### src/rtl/i2c_sb_pkg.sv
// Shared constants and types for the iCE40UP I2C system-bus sequencer.
// Register map, command codes and the per-direction step ROM live here.
package i2c_sb_pkg;

    localparam logic [3:0] OFF_CR1   = 4'h8;
    localparam logic [3:0] OFF_CMDR  = 4'h9;
    localparam logic [3:0] OFF_BRLSB = 4'hA;
    localparam logic [3:0] OFF_BRMSB = 4'hB;
    localparam logic [3:0] OFF_SR    = 4'hC;
    localparam logic [3:0] OFF_TXDR  = 4'hD;
    localparam logic [3:0] OFF_RXDR  = 4'hE;

    localparam logic [7:0] CMD_STA_WR  = 8'h94;
    localparam logic [7:0] CMD_WR      = 8'h14;
    localparam logic [7:0] CMD_RD_NACK = 8'h2C;
    localparam logic [7:0] CMD_STO     = 8'h44;
    localparam logic [7:0] CR1_EN      = 8'h80;

    localparam int SR_TIP   = 7;
    localparam int SR_BUSY  = 6;
    localparam int SR_RARC  = 5;
    localparam int SR_TRRDY = 2;

    localparam logic [1:0] ERR_OK   = 2'b00;
    localparam logic [1:0] ERR_NACK = 2'b01;
    localparam logic [1:0] ERR_TMO  = 2'b10;

    typedef enum logic [2:0] {
        ST_INIT, ST_IDLE, ST_SB_WR, ST_SB_RD, ST_POLL, ST_ABORT, ST_RESP
    } state_t;

    typedef enum logic [2:0] {
        OP_WR, OP_RX, OP_POLL_TX, OP_POLL_RX, OP_POLL_IDLE, OP_END
    } op_t;

    typedef enum logic [2:0] {
        SRC_DEVW, SRC_DEVR, SRC_REG, SRC_WDATA,
        SRC_STA_WR, SRC_WR, SRC_RD_NACK, SRC_STO
    } src_t;

    typedef struct packed {
        op_t  op;
        src_t src;
    } step_t;

    // Steps 0..5 (address + register byte) are shared by both directions.
    function automatic step_t step_rom(input logic rd, input logic [3:0] idx);
        step_t s;
        s = step_t'{OP_END, SRC_STO};
        case (idx)
            4'd0:  s = step_t'{OP_WR, SRC_DEVW};
            4'd1:  s = step_t'{OP_WR, SRC_STA_WR};
            4'd2:  s = step_t'{OP_POLL_TX, SRC_STO};
            4'd3:  s = step_t'{OP_WR, SRC_REG};
            4'd4:  s = step_t'{OP_WR, SRC_WR};
            4'd5:  s = step_t'{OP_POLL_TX, SRC_STO};
            4'd6:  s = rd ? step_t'{OP_WR, SRC_DEVR} : step_t'{OP_WR, SRC_WDATA};
            4'd7:  s = rd ? step_t'{OP_WR, SRC_STA_WR} : step_t'{OP_WR, SRC_WR};
            4'd8:  s = step_t'{OP_POLL_TX, SRC_STO};
            4'd9:  s = rd ? step_t'{OP_WR, SRC_RD_NACK} : step_t'{OP_WR, SRC_STO};
            4'd10: s = rd ? step_t'{OP_POLL_RX, SRC_STO} : step_t'{OP_POLL_IDLE, SRC_STO};
            4'd11: s = rd ? step_t'{OP_WR, SRC_STO} : step_t'{OP_END, SRC_STO};
            4'd12: s = rd ? step_t'{OP_RX, SRC_STO} : step_t'{OP_END, SRC_STO};
            4'd13: s = rd ? step_t'{OP_POLL_IDLE, SRC_STO} : step_t'{OP_END, SRC_STO};
            default: s = step_t'{OP_END, SRC_STO};
        endcase
        return s;
    endfunction

    function automatic logic [7:0] src_data(input src_t s, input logic [6:0] dev,
                                            input logic [7:0] rg, input logic [7:0] wd);
        logic [7:0] d;
        case (s)
            SRC_DEVW:    d = {dev, 1'b0};
            SRC_DEVR:    d = {dev, 1'b1};
            SRC_REG:     d = rg;
            SRC_WDATA:   d = wd;
            SRC_STA_WR:  d = CMD_STA_WR;
            SRC_WR:      d = CMD_WR;
            SRC_RD_NACK: d = CMD_RD_NACK;
            default:     d = CMD_STO;
        endcase
        return d;
    endfunction

    function automatic state_t op_state(input op_t op);
        state_t s;
        case (op)
            OP_WR:   s = ST_SB_WR;
            OP_RX:   s = ST_SB_RD;
            OP_END:  s = ST_RESP;
            default: s = ST_POLL;
        endcase
        return s;
    endfunction

endpackage

### src/rtl/i2c_sb_access.sv
// Single system-bus access: registered strobe/address/data held until ack,
// with a saturating wait counter that abandons the access on timeout.
module i2c_sb_access #(
    parameter logic [15:0] TIMEOUT_CYC = 16'd50000
) (
    input  logic       clk,
    input  logic       rst_n,
    input  logic       start,
    input  logic       we,
    input  logic [7:0] adr,
    input  logic [7:0] dat,
    output logic       done,
    output logic       tmo,
    output logic [7:0] rdata,
    output logic       sb_stb_o,
    output logic       sb_we_o,
    output logic [7:0] sb_adr_o,
    output logic [7:0] sb_dat_o,
    input  logic [7:0] sb_dat_i,
    input  logic       sb_ack_i
);

    logic [15:0] cnt_q;

    assign done  = sb_stb_o && sb_ack_i;
    assign tmo   = sb_stb_o && !sb_ack_i && (cnt_q >= TIMEOUT_CYC - 16'd1);
    assign rdata = sb_dat_i;

    always_ff @(posedge clk or negedge rst_n) begin
        if (!rst_n) begin
            sb_stb_o <= 1'b0;
            sb_we_o  <= 1'b0;
            sb_adr_o <= 8'h00;
            sb_dat_o <= 8'h00;
            cnt_q    <= 16'd0;
        end else if (start) begin
            sb_stb_o <= 1'b1;
            sb_we_o  <= we;
            sb_adr_o <= adr;
            sb_dat_o <= dat;
            cnt_q    <= 16'd0;
        end else if (done || tmo) begin
            sb_stb_o <= 1'b0;
        end else if (sb_stb_o && cnt_q != 16'hFFFF) begin
            cnt_q <= cnt_q + 16'd1;
        end
    end

endmodule

### src/rtl/i2c_sb_sequencer.sv
// Turns single-register I2C write/read requests into the ordered SB
// accesses of the iCE40UP I2C hard IP (init, TXDR/CMDR, SR polling, RXDR).
module i2c_sb_sequencer
    import i2c_sb_pkg::*;
#(
    parameter logic [3:0]  BUS_ADDR74  = 4'b0001,
    parameter logic [9:0]  PRESCALE    = 10'd60,
    parameter logic [15:0] TIMEOUT_CYC = 16'd50000
) (
    input  logic       sb_clk_i,
    input  logic       sb_rst_ni,
    input  logic       req_valid,
    output logic       req_ready,
    input  logic       req_rd,
    input  logic [6:0] req_dev,
    input  logic [7:0] req_reg,
    input  logic [7:0] req_wdata,
    output logic       rsp_valid,
    output logic [1:0] rsp_err,
    output logic [7:0] rsp_rdata,
    output logic       sb_stb_o,
    output logic       sb_we_o,
    output logic [7:0] sb_adr_o,
    output logic [7:0] sb_dat_o,
    input  logic [7:0] sb_dat_i,
    input  logic       sb_ack_i
);

    state_t      state_q;
    logic [3:0]  step_q;
    logic        rd_q;
    logic [6:0]  dev_q;
    logic [7:0]  reg_q;
    logic [7:0]  wdata_q;
    logic        abort_q;
    logic        start_q;
    logic [15:0] poll_cnt;

    logic        acc_done;
    logic        acc_tmo;
    logic [7:0]  acc_rdata;
    logic        acc_we;
    logic [3:0]  acc_off;
    logic [7:0]  acc_dat;
    step_t       cur;
    step_t       nxt;
    logic        cond_ok;
    logic        poll_to;

    // The access descriptor is derived from the state entered together with start_q.
    always_comb begin
        cur     = step_rom(rd_q, step_q);
        nxt     = step_rom(rd_q, step_q + 4'd1);
        acc_we  = 1'b0;
        acc_off = OFF_SR;
        acc_dat = 8'h00;
        case (state_q)
            ST_INIT: begin
                acc_we = 1'b1;
                case (step_q)
                    4'd0: begin
                        acc_off = OFF_CR1;
                        acc_dat = CR1_EN;
                    end
                    4'd1: begin
                        acc_off = OFF_BRLSB;
                        acc_dat = PRESCALE[7:0];
                    end
                    default: begin
                        acc_off = OFF_BRMSB;
                        acc_dat = {6'b0, PRESCALE[9:8]};
                    end
                endcase
            end
            ST_ABORT: begin
                acc_we  = 1'b1;
                acc_off = OFF_CMDR;
                acc_dat = CMD_STO;
            end
            ST_SB_WR: begin
                acc_we  = 1'b1;
                acc_off = (cur.src >= SRC_STA_WR) ? OFF_CMDR : OFF_TXDR;
                acc_dat = src_data(cur.src, dev_q, reg_q, wdata_q);
            end
            ST_SB_RD: acc_off = OFF_RXDR;
            default: ;
        endcase
        if (abort_q || cur.op == OP_POLL_IDLE) begin
            cond_ok = !acc_rdata[SR_BUSY];
        end else begin
            cond_ok = acc_rdata[SR_TRRDY];
        end
        poll_to = (poll_cnt >= TIMEOUT_CYC);
    end

    i2c_sb_access #(
        .TIMEOUT_CYC(TIMEOUT_CYC)
    ) u_access (
        .clk      (sb_clk_i),
        .rst_n    (sb_rst_ni),
        .start    (start_q),
        .we       (acc_we),
        .adr      ({BUS_ADDR74, acc_off}),
        .dat      (acc_dat),
        .done     (acc_done),
        .tmo      (acc_tmo),
        .rdata    (acc_rdata),
        .sb_stb_o (sb_stb_o),
        .sb_we_o  (sb_we_o),
        .sb_adr_o (sb_adr_o),
        .sb_dat_o (sb_dat_o),
        .sb_dat_i (sb_dat_i),
        .sb_ack_i (sb_ack_i)
    );

    // start_q resets high so the first CR1 write launches right after reset.
    always_ff @(posedge sb_clk_i or negedge sb_rst_ni) begin
        if (!sb_rst_ni) begin
            state_q   <= ST_INIT;
            step_q    <= 4'd0;
            start_q   <= 1'b1;
            rd_q      <= 1'b0;
            dev_q     <= 7'd0;
            reg_q     <= 8'h00;
            wdata_q   <= 8'h00;
            abort_q   <= 1'b0;
            poll_cnt  <= 16'd0;
            req_ready <= 1'b0;
            rsp_valid <= 1'b0;
            rsp_err   <= ERR_OK;
            rsp_rdata <= 8'h00;
        end else begin
            start_q   <= 1'b0;
            rsp_valid <= 1'b0;
            if (state_q == ST_POLL && poll_cnt != 16'hFFFF) begin
                poll_cnt <= poll_cnt + 16'd1;
            end
            case (state_q)
                ST_INIT: begin
                    if (acc_tmo || (acc_done && step_q == 4'd2)) begin
                        state_q   <= ST_IDLE;
                        req_ready <= 1'b1;
                    end else if (acc_done) begin
                        step_q  <= step_q + 4'd1;
                        start_q <= 1'b1;
                    end
                end
                ST_IDLE: begin
                    if (req_valid) begin
                        rd_q      <= req_rd;
                        dev_q     <= req_dev;
                        reg_q     <= req_reg;
                        wdata_q   <= req_wdata;
                        step_q    <= 4'd0;
                        abort_q   <= 1'b0;
                        state_q   <= ST_SB_WR;
                        start_q   <= 1'b1;
                        req_ready <= 1'b0;
                    end
                end
                ST_SB_WR, ST_SB_RD, ST_ABORT, ST_POLL: begin
                    if (acc_tmo || (state_q == ST_POLL && acc_done && !cond_ok && poll_to)) begin
                        state_q   <= ST_RESP;
                        rsp_valid <= 1'b1;
                        rsp_err   <= ERR_TMO;
                    end else if (state_q == ST_POLL && acc_done && !cond_ok) begin
                        start_q <= 1'b1;
                    end else if (state_q == ST_POLL && acc_done && abort_q) begin
                        state_q   <= ST_RESP;
                        rsp_valid <= 1'b1;
                        rsp_err   <= ERR_NACK;
                    end else if (state_q == ST_ABORT && acc_done) begin
                        state_q  <= ST_POLL;
                        abort_q  <= 1'b1;
                        poll_cnt <= 16'd0;
                        start_q  <= 1'b1;
                    end else if (state_q == ST_POLL && acc_done &&
                                 cur.op == OP_POLL_TX && acc_rdata[SR_RARC]) begin
                        state_q <= ST_ABORT;
                        start_q <= 1'b1;
                    end else if (acc_done) begin
                        if (state_q == ST_SB_RD) begin
                            rsp_rdata <= acc_rdata;
                        end
                        step_q <= step_q + 4'd1;
                        if (nxt.op == OP_END) begin
                            state_q   <= ST_RESP;
                            rsp_valid <= 1'b1;
                            rsp_err   <= ERR_OK;
                        end else begin
                            state_q  <= op_state(nxt.op);
                            start_q  <= 1'b1;
                            poll_cnt <= 16'd0;
                        end
                    end
                end
                ST_RESP: begin
                    req_ready <= 1'b1;
                    state_q   <= ST_IDLE;
                end
                default: state_q <= ST_INIT;
            endcase
        end
    end

endmodule

### config.mk
export PLATFORM = sky130hd
export DESIGN_NAME = i2c_sb_sequencer
export DESIGN_NICKNAME = d
export VERILOG_FILES = /design/src/rtl/i2c_sb_pkg.sv /design/src/rtl/i2c_sb_access.sv /design/src/rtl/i2c_sb_sequencer.sv
export SDC_FILE = /design/constraint.sdc
export NUM_CORES = 1
export LEC_CHECK = 0
export ABC_AREA = 0
export BUFFER_PORTS_ARGS = -buffer_cell sky130_fd_sc_hd__buf_2
export CORE_UTILIZATION = 49
export CTS_BUF_LIST = sky130_fd_sc_hd__clkbuf_8
export CTS_CLUSTER_SIZE = 14
export DETAILED_ROUTE_END_ITERATION = 16
export PLACE_DENSITY = 0.77
export REMOVE_ABC_BUFFERS = 1
export SYNTH_ARGS = -nofsm -noshare
export SYNTH_HDL_FRONTEND = slang
export SYNTH_SLANG_ARGS = --single-unit
### constraint.sdc
create_clock -name sb_clk_i -period 3.05 [get_ports sb_clk_i]
set_input_delay 0 -clock sb_clk_i [delete_from_list [all_inputs] [get_ports sb_clk_i]]
set_output_delay 0 -clock sb_clk_i [all_outputs]
set_load 0.02 [all_outputs]
# ---- Yosys cells after proc, flatten, opt, wreduce, memory -nomap -nowiden
# Cells that the tools add are included.
# Widths: inputs -> output; s select.
dict set report word_totals {
  rom_bits 0
  wordCells 217
  ram_bits 0
  latch_bits 0
  regBits 92
  memories 0
}
dict set report op_classes {
  magnitude_cmp 3
  bitwise_logic 5
  eq_ne 59
  muxes 85
  n_addsub 3
  reduce_logical 44
  n_div 0
  shifts 0
  mul 0
}
# op n
set ops {}
lappend ops {{$mux 16} 12}
lappend ops {{$pmux 6 s12} 2}
lappend ops {{$pmux 8 s7} 1}
lappend ops {{$eq 4x4->1 const B} 12}
lappend ops {{$mux 4} 9}
lappend ops {{$add 16x1->16 const B} 2}
lappend ops {{$eq 4x3->1 const B} 8}
lappend ops {{$ge 16x16->1 const B} 2}
lappend ops {{$ne 16x16->1 const B} 2}
lappend ops {{$mux 1} 30}
lappend ops {{$mux 3} 10}
lappend ops {{$eq 3x3->1 const B} 8}
lappend ops {{$pmux 3 s4} 2}
lappend ops {{$pmux 8 s3} 1}
lappend ops {{$ne 2x2->1 const B} 10}
lappend ops {{$mux 6} 3}
lappend ops {{$eq 4x2->1 const B} 4}
lappend ops {{$mux 2} 8}
lappend ops {{$pmux 8 s2} 1}
lappend ops {{$reduce_and 8->1} 2}
lappend ops {{$eq 3x2->1 const B} 5}
lappend ops {{$logic_and 1x1->1} 13}
lappend ops {{$pmux 4 s3} 1}
lappend ops {{$reduce_and 6->1} 2}
lappend ops {{23 further kinds} 49}

# ---- Logic depth before layout (Yosys ltp)
# Gate-level depths: netlist of the first run.
dict set report depth {
  word_depth 14
  ltp_mapped 12
}

# ---- Modules after synthesis
# A second synthesis of the first run with hierarchy kept.
dict set report hier_totals {
  hier_cells 574
  area_unflattened_um2 5655.4
}
# module area_per_inst_um2 cells_each n_inst seq_area_each_um2
set modules_own_cells {}
lappend modules_own_cells {i2c_sb_sequencer 3930.0 423 1 1527.7}
lappend modules_own_cells {i2c_sb_access 1725.4 151 1 850.8}

# ---- Worst setup path after synthesis of the first run
# No wires, ideal clock.
dict set report synth_path {
  path_type {register to register}
  start {register step_q[0]}
  end {register step_q[2]}
  arrival_ns 2.979
  stages_incl_launch_ff 12
  setup_time_ns 0.083
  required_ns 2.967
  slack_ns -0.012
  cell_sequence {dfrtp_1 > inv_1 > ha_1 > clkbuf_1 > nor3_1 > a2111oi_0 > a41oi_1 > mux2i_1 > or3_1 > a211o_1 > or2_1 > o21ai_0}
}
dict set report synth_between {
  elab_chain_len 12
  word_cells_on_any_way 42
  classes_between {add/sub: 1; eq/ne: 19; mux: 10; reduce/logical: 12}
}
# item line_no
set synth_lines {}
lappend synth_lines {{start: declaration} i2c_sb_sequencer.sv:30} ;# logic [3:0] step_q;
lappend synth_lines {{start signal: assignment} i2c_sb_sequencer.sv:144} ;# step_q <= step_q + 4'd1;
lappend synth_lines {{start signal: assignment} i2c_sb_sequencer.sv:185} ;# step_q <= step_q + 4'd1;
lappend synth_lines {{$eq 4x2->1 (tied with other cells)} {i2c_sb_pkg.sv:50, i2c_sb_sequencer.sv:140}}
lappend synth_lines {{$reduce_or 3->1 (no line)} -}
lappend synth_lines {{$pmux 6 s12} i2c_sb_pkg.sv:50} ;# case (idx)
lappend synth_lines {{$eq 3x3->1} i2c_sb_sequencer.sv:88} ;# if (abort_q || cur.op == OP_POLL_IDLE) begin
lappend synth_lines {{$logic_or 1x1->1} i2c_sb_sequencer.sv:88}
lappend synth_lines {{$mux 1} i2c_sb_sequencer.sv:88}
lappend synth_lines {{$logic_not 1->1} {i2c_sb_sequencer.sv:162, i2c_sb_sequencer.sv:166}}
lappend synth_lines {{$logic_and 1x1->1} {i2c_sb_sequencer.sv:162, i2c_sb_sequencer.sv:166}}
lappend synth_lines {{$logic_and 1x1->1} i2c_sb_sequencer.sv:162} ;# if (acc_tmo || (state_q == ST_POLL && acc_done && !cond_ok && poll_to)) begin
lappend synth_lines {{$logic_or 1x1->1} i2c_sb_sequencer.sv:162}
lappend synth_lines {{$ne 2x2->1 (no line)} -}
lappend synth_lines {{$reduce_and 8->1 (no line)} -}
# Several ways; a longest one is shown, not always the timed one. The select of a mux whose other input is x is not followed.
# A chain may end at the register's enable or synchronous reset.

# ---- Worst setup path in the final report of the first run
dict set report layout_path {
  start {register step_q[0]}
  end {register poll_cnt[3]}
}
dict set report layout_between {
  elab_chain_len 13
  word_cells_on_any_way 52
  classes_between {add/sub: 1; eq/ne: 29; mux: 11; reduce/logical: 11}
}
# item line_no
set layout_lines {}
lappend layout_lines {{$add 4x1->4} i2c_sb_sequencer.sv:53} ;# nxt = step_rom(rd_q, step_q + 4'd1);
lappend layout_lines {{$eq 4x4->1 (tied with other cells)} i2c_sb_pkg.sv:50}
lappend layout_lines {{$reduce_or 3->1 (no line)} -}
lappend layout_lines {{$pmux 6 s12} i2c_sb_pkg.sv:50}
lappend layout_lines {{$eq 3x3->1} i2c_sb_sequencer.sv:186} ;# if (nxt.op == OP_END) begin
lappend layout_lines {{$mux 16} i2c_sb_sequencer.sv:186}
lappend layout_lines {{$mux 16} i2c_sb_sequencer.sv:181} ;# end else if (acc_done) begin
lappend layout_lines {{$mux 16} i2c_sb_sequencer.sv:177} ;# end else if (state_q == ST_POLL && acc_done &&
lappend layout_lines {{$mux 16} i2c_sb_sequencer.sv:172} ;# end else if (state_q == ST_ABORT && acc_done) begin
lappend layout_lines {{$mux 16} i2c_sb_sequencer.sv:168} ;# end else if (state_q == ST_POLL && acc_done && abort_q) begin
lappend layout_lines {{$mux 16} i2c_sb_sequencer.sv:166} ;# end else if (state_q == ST_POLL && acc_done && !cond_ok) begin
lappend layout_lines {{$mux 16 *} i2c_sb_sequencer.sv:162}
lappend layout_lines {{$mux 16 *} i2c_sb_sequencer.sv:138} ;# case (state_q)
lappend layout_lines {{end signal: assignment} i2c_sb_sequencer.sv:136} ;# poll_cnt <= poll_cnt + 16'd1;
lappend layout_lines {{end: declaration} i2c_sb_sequencer.sv:37} ;# logic [15:0] poll_cnt;
# Mark *: on every way between the ends. The rest lies on a longest branch, timed or not.

==> results.sh, run 1 <==
export IMPL_status="complete, no violations"
export IMPL_num_rows=37
export IMPL_r2r_start="step_q[0]$_DFFE_PN0P_"
export IMPL_fmax_mhz=339.5
export IMPL_max_cap_violations=0
export IMPL_start_util_pct=50.26
export IMPL_clock_skew_final_ps=12.56
export IMPL_wl_um=12990
export IMPL_crit_path_start="step_q[0]$_DFFE_PN0P_"
export IMPL_cp_endpoint="poll_cnt[3]$_DFF_PN0_"
export IMPL_reg2reg_slack_ps=100
export IMPL_vias_per_cell=5.721
export IMPL_grt_total_usage_pct=24.94
export IMPL_area_growth_synth_to_final_pct=23.89
export IMPL_avgRoutedWirePerCell_um=16.40
export IMPL_insertion_delay_ps=370
export IMPL_syn_area_um2=5165
export IMPL_p_per_area_nw_per_um2=966.0
export IMPL_route_vias_total=4531
export IMPL_async_flop_share_pct=100.0
export IMPL_worst_slack_ps=104.3
export IMPL_setup_viol=0
export IMPL_start_kind="register"
export IMPL_highest_layer="met4"
export IMPL_hold_violations=0
export IMPL_fill_cells=819
export IMPL_yosysWarnings=0
export IMPL_worst_setup_path_type="reg -> reg"
export IMPL_io_pins=66
export IMPL_fin_crit_ps=2946
export IMPL_clkSinkCount=91
export IMPL_cts_buffers_inserted=9
export IMPL_clockBufferDepth=2
export IMPL_io_buffers=62
export IMPL_dieArea_um2=10960
export IMPL_postSynthAreaPerCell_um2=9.582
export IMPL_period_share_pct=96.58
export IMPL_antenna_cells=0
export IMPL_die_width_um=104.7
export IMPL_ys_seq_elements=91
export IMPL_drc=0
export IMPL_synth_top_area_share_pct=43.60
export IMPL_p_leak_nw=2.847
export IMPL_first_pass_iters=7
export IMPL_fp_dieH_um=104.7
export IMPL_critPathArrivalTime_ps=3200
export IMPL_pre_cts_ws_ps=51.89
export IMPL_wl_met3_um=667
export IMPL_cts_root_buf="clkbuf_8"
export IMPL_ant_nets=0
export IMPL_worstMarginPinSlew_ps=729.3
export IMPL_min_path_type="in -> reg"
export IMPL_coreArea_um2=10280
export IMPL_clk_pin_slew_ps=90
export IMPL_synth_edf_count=0
export IMPL_fin_util_pct=62.26
export IMPL_cts_tree="done"
export IMPL_dr_first_iter_drc_count=336
export IMPL_htreeDepth=3
export IMPL_place_congestion=0.8462
export IMPL_finalNetCount=696
export IMPL_ys_seq_area_share_pct=44.11
export IMPL_p_total_mw=6.181
export IMPL_syn_instance_count=539
export IMPL_wl_met2_um=6525
export IMPL_hpwl_um=8570
export IMPL_worstPathRequired_ps=3310
export IMPL_wl_met1_um=5525
export IMPL_yosysTopAreaCell="dfrtp_1"
export IMPL_yosys_cell_types_count=74
export IMPL_max_slew_margin_rel_pct=51.38
export IMPL_grt_pass1_wl_um=21670
export IMPL_rr_worst_depth=10
export IMPL_grt_overflow=0
export IMPL_slew_viol_final=0
export IMPL_path_max_fanout=16
export IMPL_drive_gt1_share_pct=27.44
export IMPL_ys_top_cells_by_area="dfrtp_1 44%, mux2_2 7.8%, nor2_1 4.4%"
export IMPL_grt_max_degree=58
export IMPL_grt_pass1_vias=4546
export IMPL_critPathCaptureType="register"
export IMPL_synth_flop_cell="dfrtp_1"
export IMPL_grt_antenna_before_repair=0
export IMPL_peakVddDrop_mv=0.6167
export IMPL_timing_rr_end="poll_cnt[3]$_DFF_PN0_"
==> power breakdown <==
part / switching, mW / internal [mW] / leakage, nW
Combinational: 1.75 / 1.36 / 1.56
Clock: 0.458 / 0.570 / 0.126
Sequential: 0.374 / 1.67 / 1.16
Total: 2.58 / 3.60 / 2.85
==> logic make-up (layout without fill, tap and decap cells) <==
family	count (synthesis)	in the layout	share of synthesized area, %
buf+inv	53	168	4.772
other cells	1	3	0.07260
simple gates	202	202	19.89
xor+xnor	31	31	5.257
compound gates	110	110	14.70
mux	42	42	9.012
fa+ha+maj	9	9	2.180
flops	91	91	44.11
==> critical path, cell delays in order, from the launching register on <==
cell,delay (ps)
dfrtp_1,440
ha_2,210
buf_4,170
nor2b_1,160
o311a_1,290
o311a_1,390
a41o_1,230
or3b_4,390
a211oi_4,290
buf_12,190
nor2_1,60
==> repair_timing <==
action                                  in CTS  in global routing
hold buffers                                34                  0
endpoints found under the hold margin       87                  0
resized for setup                            0                 16
endpoints found under the setup margin       0                 24
setup buffers                                0                  1
==> routing by layer <==
layer	GRT usage (%)	vias to the layer above
li1	-	2124
met1	31.45	2212
met2	41.77	172
met3	5.178	23
met4	10.16	0
met5	0	-
==> worst min path at each step <==
stage | start | cells past startpoint | slack (ps) | to
finish | sb_ack_i | 4 | 60 | u_access.sb_stb_o$_DFFE_PN0P_
global route | sb_ack_i | 4 | 90 | u_access.sb_stb_o$_DFFE_PN0P_
CTS | sb_ack_i | 4 | 40 | u_access.sb_stb_o$_DFFE_PN0P_
detailed placement | sb_rst_ni | 1 | 120 | u_access.cnt_q[7]$_DFFE_PN0P_
global placement | sb_rst_ni | 1 | 100 | u_access.cnt_q[8]$_DFFE_PN0P_
floorplan | sb_rst_ni | 0 | -300 | abort_q$_DFFE_PN0P_
==> layout by cell type (no fill, tap or decap), types with 7 or more instances in the layout <==
master / n
dlygate4sd3_1: 34
nand4_1: 7
a21oi_1: 27
nor2_2: 11
inv_1: 22
xnor2_1: 17
mux2_2: 36
a31oi_1: 10
nor2_1: 59
nand3_1: 16
xor2_1: 14
nor3_1: 13
buf_2: 61
clkbuf_8: 10
nand2_1: 38
o21ai_0: 18
dfrtp_1: 89
and2_1: 10
buf_4: 33
==> layout make-up <==
cell class / count / area (um2) / share of cell area [%]
Multi-Input combinational cell: 397 / 2695 / 42.12
Timing Repair Buffer: 129 / 913.4 / 14.27
Sequential cell: 91 / 2280 / 35.63
Clock buffer: 10 / 137.6 / 2.151
Tap cell: 136 / 170.2 / 2.659
Clock inverter: 6 / 112.6 / 1.760
Inverter: 23 / 90.09 / 1.408
==> synthesized netlist by cell type (4+ instances only) <==
master	instances
nand3_1	16
a21oi_1	27
nor2_2	10
mux2i_1	6
and3_1	4
a221oi_1	4
xnor2_1	17
o221ai_1	4
inv_1	22
nand2b_1	6
nand2_1	38
ha_1	9
o22ai_1	5
and2_1	11
nor3_1	13
a21o_1	4
a31oi_1	10
nor2_1	60
dfrtp_1	90
or3_1	6
nand4_1	7
o21ai_0	18
buf_4	7
nand3b_1	4
mux2_2	36
xor2_1	14
clkbuf_1	18
nor2b_1	4
==> metrics by stage <==
step,setup TNS (ps),instance area [um2],hold WS (ps),instances
floorplan,-2462,5012,-295.6,511
global placement,0,5748,102.8,741
detailed placement,0,5748,118.1,741
CTS,0,6339,39.05,791
global route,-21.15,6399,90.26,792
finish,0,6399,59.75,792
==> flip-flops by register name, indices dropped and copies added (netlist names), 4 cells and up <==
signal and flops:
poll_cnt 16, u_access.sb_dat_o 8, dev_q 7, rsp_rdata 8
u_access.cnt_q 16, step_q 4, u_access.sb_adr_o 4, reg_q 8
wdata_q 8
Power figures use the tool's default switching activity.
==> run 2, diff against run 1 <==
--- a/config.mk
+++ b/config.mk
@@ -6,13 +6,12 @@
 export NUM_CORES = 1
 export LEC_CHECK = 0
 export ABC_AREA = 0
-export BUFFER_PORTS_ARGS = -buffer_cell sky130_fd_sc_hd__buf_2
 export CORE_UTILIZATION = 49
 export CTS_BUF_LIST = sky130_fd_sc_hd__clkbuf_8
 export CTS_CLUSTER_SIZE = 14
 export DETAILED_ROUTE_END_ITERATION = 16
-export PLACE_DENSITY = 0.77
-export REMOVE_ABC_BUFFERS = 1
+export DONT_BUFFER_PORTS = 1
+export PLACE_DENSITY = 0.71
 export SYNTH_ARGS = -nofsm -noshare
 export SYNTH_HDL_FRONTEND = slang
 export SYNTH_SLANG_ARGS = --single-unit
==> run 2 against run 1 <==
Via count down 4.6%; hold slack better by 47 ps; combinational power down 9.3%.
==> results.sh, run 2 (same netlist as run 1, synthesis figures left out) <==
export IMPL_coreArea_um2=10280
export IMPL_avgRoutedWirePerCell_um=17.36
export IMPL_wl_um=12690
export IMPL_cts_tree="done"
export IMPL_layout_commonest_cell="dfrtp_1"
export IMPL_grt_pass1_wl_um=20310
export IMPL_start_util_pct=50.26
export IMPL_reg2reg_slack_ps=20
export IMPL_p_sw_share_pct=44.21
export IMPL_grt_total_usage_pct=23.05
export IMPL_cp_num_buf_inv=2
export IMPL_io_buffers=0
export IMPL_critPathCaptureType="register"
export IMPL_cts_root_buf="clkbuf_8"
export IMPL_reg_top3="poll_cnt: 16 flops, u_access.cnt_q: 16 flops"
export IMPL_period_share_pct=99.18
export IMPL_setup_viol=0
export IMPL_worstPathRequired_ps=3310
export IMPL_fmax_mhz=330.6
export IMPL_cp_common_cell="o311a_1"
export IMPL_place_congestion=0.8733
export IMPL_clkPwrFrac_pct=14.8
export IMPL_min_path_type="in -> reg"
export IMPL_worstMarginPinSlew_ps=671.7
export IMPL_route_vias_total=4324
export IMPL_slew_viol_final=0
export IMPL_p_int_mw=3.363
export IMPL_num_rows=37
export IMPL_htreeDepth=3
export IMPL_drc=0
export IMPL_cp_slowest_stage_delay_ps=460
export IMPL_area_growth_synth_to_final_pct=19.74
export IMPL_max_slew_margin_rel_pct=55.22
export IMPL_grt_antenna_before_repair=0
export IMPL_path_delay_family="compound AO/OA/AOI/OAI gates"
export IMPL_status="complete, no violations"
export IMPL_p_seq_share_pct=38.4
export IMPL_p_leak_nw=2.602
export IMPL_antenna_cells=0
export IMPL_insertion_delay_ps=360
export IMPL_p_switching_mw=2.665
export IMPL_fin_crit_ps=3025
export IMPL_hold_violations=0
export IMPL_placed_cell_area_um2=5406
export IMPL_cp_slowest_cell="dfrtp_2"
export IMPL_max_cap_violations=0
export IMPL_die_width_um=104.7
export IMPL_first_pass_iters=5
export IMPL_grt_overflow=0
export IMPL_vias_per_cell=5.915
export IMPL_finalNetCount=635
export IMPL_hpwl_um=8467
export IMPL_fin_util_pct=60.18
export IMPL_drive_gt1_share_pct=22.18
export IMPL_path_max_fanout=8
export IMPL_grt_max_degree=92
export IMPL_cts_buffers_inserted=9
export IMPL_clk_pin_slew_ps=100
export IMPL_finalInstanceArea_um2=6185
export IMPL_dieArea_um2=10960
export IMPL_start_kind="register"
export IMPL_peakVddDrop_mv=0.7286
export IMPL_clkSinkCount=91
export IMPL_p_per_area_nw_per_um2=974.6
export IMPL_dr_first_iter_drc_count=308
export IMPL_comb_power_share_pct=46.8
export IMPL_critPathArrivalTime_ps=3280
export IMPL_fp_dieH_um=104.7
export IMPL_io_pins=66
export IMPL_grt_pass1_vias=4124
export IMPL_ant_nets=0
export IMPL_final_cell_mix="87 x dfrtp_1, 59 x nor2_1, 38 x nand2_1"
export IMPL_worstPathCellList="buf_4 -> and2_2 -> o311a_1 -> o311a_1 -> a41o_1 -> or3b_4 -> a211oi_4 -> clkbuf_16 -> nor2_2"
export IMPL_clock_skew_final_ps=15.43
export IMPL_worst_setup_path_type="reg -> reg"
export IMPL_clockBufferDepth=2
-- run 2: power by group through the flow --
stage          Sequential [mW]  Combinational (mW)  Clock [mW]
3_5_place_dp              2.31                2.45           0
6_report                  2.32                2.82       0.894
3_3_place_gp              2.29                2.39           0
5_1_grt                   2.38                3.05       0.958
4_1_cts                   2.29                2.55       0.906
2_1_floorplan             2.12                1.92           0
-- run 2: layout make-up --
cell class	count	area (um2)
Tap cell	136	170.2
Clock buffer	9	123.9
Timing Repair Buffer	68	648.1
Inverter	23	86.33
Fill cell	888	4093
Sequential cell	91	2282
Clock inverter	7	93.84
Multi-Input combinational cell	397	2780
-- run 2: timing repair --
action	in CTS	in global routing
setup buffers	0	3
gates cloned	0	1
hold buffers	36	0
endpoints found under the hold margin	127	0
setup endpoints to repair	6	27
pin swaps	0	8
gates resized for setup	2	28
-- run 2: layer usage --
metal / vias to the layer above / wire length, um / GRT usage (%)
met5: - / 0 / 0
met1: 2112 / 5503 / 31.03
li1: 2010 / - / -
met3: 24 / 789 / 4.117
met4: 0 / 210 / 6.237
met2: 178 / 6185 / 38.32
-- run 2: worst reg2reg max path: stages (launching register included) --
cell and delay (ps):
dfrtp_2 460, buf_4 160, and2_2 240, o311a_1 370
o311a_1 420, a41o_1 280, or3b_4 390, a211oi_4 340
clkbuf_16 240, nor2_2 40
-- run 2: worst paths after layout --
check / startpoint / endpoint / cells past startpoint
setup / recovery: step_q[0]$_DFFE_PN0P_ / poll_cnt[7]$_DFF_PN0_ / 9
hold / removal: sb_dat_i[5] / state_q[2]$_DFFE_PN0P_ / 3
setup reg to reg: step_q[0]$_DFFE_PN0P_ / poll_cnt[7]$_DFF_PN0_ / 9
hold reg to reg: dev_q[6]$_DFFE_PN0P_ / dev_q[6]$_DFFE_PN0P_ / 1
max in group asynchronous: sb_rst_ni / step_q[2]$_DFFE_PN0P_ / 2
min in group asynchronous: sb_rst_ni / rd_q$_DFFE_PN0P_ / 2
-- run 2: through the flow --
step / hold WS [ps] / std cells / setup TNS (ps) / setup slack (ps) / total power [mW]
6_report: 106.6 / 731 / 0 / 24.86 / 6.028
5_1_grt: 120.0 / 731 / -176.4 / -27.00 / 6.392
4_1_cts: 74.66 / 727 / 0 / 28.75 / 5.743
3_5_place_dp: -291.2 / 675 / -181.0 / -47.07 / 4.765
3_3_place_gp: -288.6 / 675 / -20.34 / -20.34 / 4.678
2_1_floorplan: -295.6 / 541 / 0 / 34.05 / 4.035
==> run 3, diff against run 2 <==
--- a/config.mk
+++ b/config.mk
@@ -11,7 +11,8 @@
 export CTS_CLUSTER_SIZE = 14
 export DETAILED_ROUTE_END_ITERATION = 16
 export DONT_BUFFER_PORTS = 1
-export PLACE_DENSITY = 0.71
+export PLACE_DENSITY = 0.69
+export SLEW_MARGIN = 15
 export SYNTH_ARGS = -nofsm -noshare
 export SYNTH_HDL_FRONTEND = slang
 export SYNTH_SLANG_ARGS = --single-unit
==> constraint.sdc (replaced) <==
create_clock -name sb_clk_i -period 3.2 [get_ports sb_clk_i]
set_input_delay 0.64 -clock sb_clk_i [delete_from_list [all_inputs] [get_ports sb_clk_i]]
set_output_delay 0.64 -clock sb_clk_i [all_outputs]
set_load 0.02 [all_outputs]
==> run 3 against run 2 <==
Sequential share of layout area grew 3.9 points; critical path type unchanged; largest power group unchanged; setup slack gained 66 ps; register-to-register slack gained 70 ps; routed wire length shrank 7.7%; maximum frequency shrank 2.7%; hold slack gained 2.3 ps; critical path depth grew 1; core utilization shrank 5.8 points; flip-flop and latch count is the same.
==> results.sh, run 3 (same netlist as run 1, synthesis figures left out) <==
export IMPL_slew_viol_final=0
export IMPL_p_total_mw=5.265
export IMPL_min_path_type="in -> async"
export IMPL_ant_nets=0
export IMPL_vias_per_cell=5.865
export IMPL_max_cap_violations=0
export IMPL_status="complete, no violations"
export IMPL_drive_gt1_share_pct=18.46
export IMPL_cts_root_buf="clkbuf_8"
export IMPL_layout_commonest_cell="dfrtp_1"
export IMPL_globalRouteMet1Util_pct=30.19
export IMPL_area_growth_synth_to_final_pct=8.212
export IMPL_reg2reg_slack_ps=90
export IMPL_cp_slowest_cell="dfrtp_2"
export IMPL_clk_pin_slew_ps=90
export IMPL_dr_first_iter_drc_count=265
export IMPL_cp_common_cell="o311a_1"
export IMPL_finalNetCount=587
export IMPL_worstMarginPinSlew_ps=625.4
export IMPL_finalInstanceArea_um2=5589
export IMPL_rsz0062_at_grt="no"
export IMPL_clockBufferDepth=2
export IMPL_start_kind="register"
export IMPL_antenna_cells=0
export IMPL_p_leak_nw=2.361
export IMPL_hold_violations=0
export IMPL_peakVddDrop_mv=0.5360
export IMPL_grt_pass1_wl_um=19660
export IMPL_start_util_pct=50.26
export IMPL_cts_tree="done"
export IMPL_reg_top3="poll_cnt: 16 flops, u_access.cnt_q: 16 flops"
export IMPL_cts_buffers_inserted=9
export IMPL_placed_cell_area_um2=5338
export IMPL_first_pass_iters=7
export IMPL_use_met2_pct=35.71
export IMPL_insertion_delay_ps=370
export IMPL_hpwl_um=8421
export IMPL_io_pins=66
export IMPL_path_max_fanout=16
export IMPL_worstPathCellList="ha_1 -> buf_4 -> nor2b_1 -> o311a_1 -> o311a_1 -> a41o_1 -> or3b_4 -> a211oi_4 -> buf_12 -> nor2_1"
export IMPL_setup_viol=0
export IMPL_max_slew_margin_rel_pct=58.31
export IMPL_critPathArrivalTime_ps=3370
export IMPL_route_vias_total=4006
export IMPL_fmax_mhz=321.6
export IMPL_use_met3_pct=6.114
export IMPL_grt_total_usage_pct=22.75
export IMPL_num_rows=37
export IMPL_period_share_pct=97.16
export IMPL_place_congestion=0.8607
export IMPL_io_buffers=0
export IMPL_cts_setup_buffers=0
export IMPL_p_per_area_nw_per_um2=942.0
export IMPL_coreArea_um2=10280
export IMPL_busiest_layer="met2"
export IMPL_final_cell_mix="88 x dfrtp_1, 60 x nor2_1, 38 x nand2_1"
export IMPL_fin_crit_ps=3109
export IMPL_worstPathRequired_ps=3460
export IMPL_htreeDepth=3
export IMPL_grt_pass1_vias=3932
export IMPL_dieArea_um2=10960
export IMPL_die_width_um=104.7
export IMPL_fill_cells=904
export IMPL_fp_dieH_um=104.7
export IMPL_cp_slowest_stage_delay_ps=460
export IMPL_setup_tns_ps=0
export IMPL_worst_setup_path_type="reg -> reg"
export IMPL_clock_skew_final_ps=9.001
export IMPL_grt_antenna_before_repair=0
export IMPL_critPathCaptureType="register"
export IMPL_drc=0
export IMPL_grt_max_degree=91
export IMPL_avgRoutedWirePerCell_um=17.15
export IMPL_wl_um=11720
export IMPL_grt_overflow=0
export IMPL_clkSinkCount=91
## run 3: per-layer routing
layer	part of all wire, %	vias up
li1	-	1919
met1	44	1951
met2	48	122
met3	6.2	14
met4	1.7	0
met5	0	-
## run 3: power by group
group | switching (mW) | internal, mW | total, mW
combinational | 1.32 | 1.04 | 2.37
sequential | 0.588 | 1.59 | 2.18
clock | 0.413 | 0.305 | 0.717
## run 3: per-stage QoR
step	setup WS, ps	utilization [%]	hold slack, ps	std cells
after detailed placement	-33.47	51.94	349.1	666
after global routing	4.571	54.38	81.45	683
after CTS	42.35	54.02	83.86	683
final	90.87	54.38	108.9	683
after global placement	127.7	51.94	351.9	666
after floorplan	138.1	-	344.4	541
## run 3: final cells by class
cell class / instances / area [um2] / area share [%]
clock buffers: 10 / 137.6 / 2.463
clock inverters: 6 / 41.29 / 0.7388
inverters: 23 / 86.33 / 1.545
multi-input cells: 397 / 2690 / 48.13
flip-flops and latches: 91 / 2281 / 40.81
well taps: 136 / 170.2 / 3.045
repair buffers: 20 / 182.7 / 3.268
## run 3: path summary, 6_finish.rpt
path | startpoint | to | cells after the start
max in group asynchronous | sb_rst_ni | step_q[0]$_DFFE_PN0P_ | 1
worst min register to register | dev_q[3]$_DFFE_PN0P_ | dev_q[3]$_DFFE_PN0P_ | 1
worst min-delay path | sb_rst_ni | start_q$_DFF_PN1_ | 0
worst max-delay path | step_q[0]$_DFFE_PN0P_ | poll_cnt[0]$_DFF_PN0_ | 10
worst max register to register | step_q[0]$_DFFE_PN0P_ | poll_cnt[0]$_DFF_PN0_ | 10
min in group sb_clk_i | sb_dat_i[0] | rsp_rdata[0]$_DFFE_PN0P_ | 1
## run 3: critical path, delay by kind of cell (launching register included)
family	cells	cell delay, ps
fa+ha+maj	1	280
compound gates	4	1230
flops	1	460
buf+inv	2	400
simple gates	3	630
## run 3: repair_timing
| action | 4_1_cts | 5_1_grt |
|---|---|---|
| hold buffers | 1 | 0 |
| cloned | 0 | 0 |
| endpoints found under the hold margin | 90 | 0 |
| pin swaps | 0 | 2 |
| resized for setup | 2 | 9 |
| endpoints found under the setup margin | 3 | 23 |
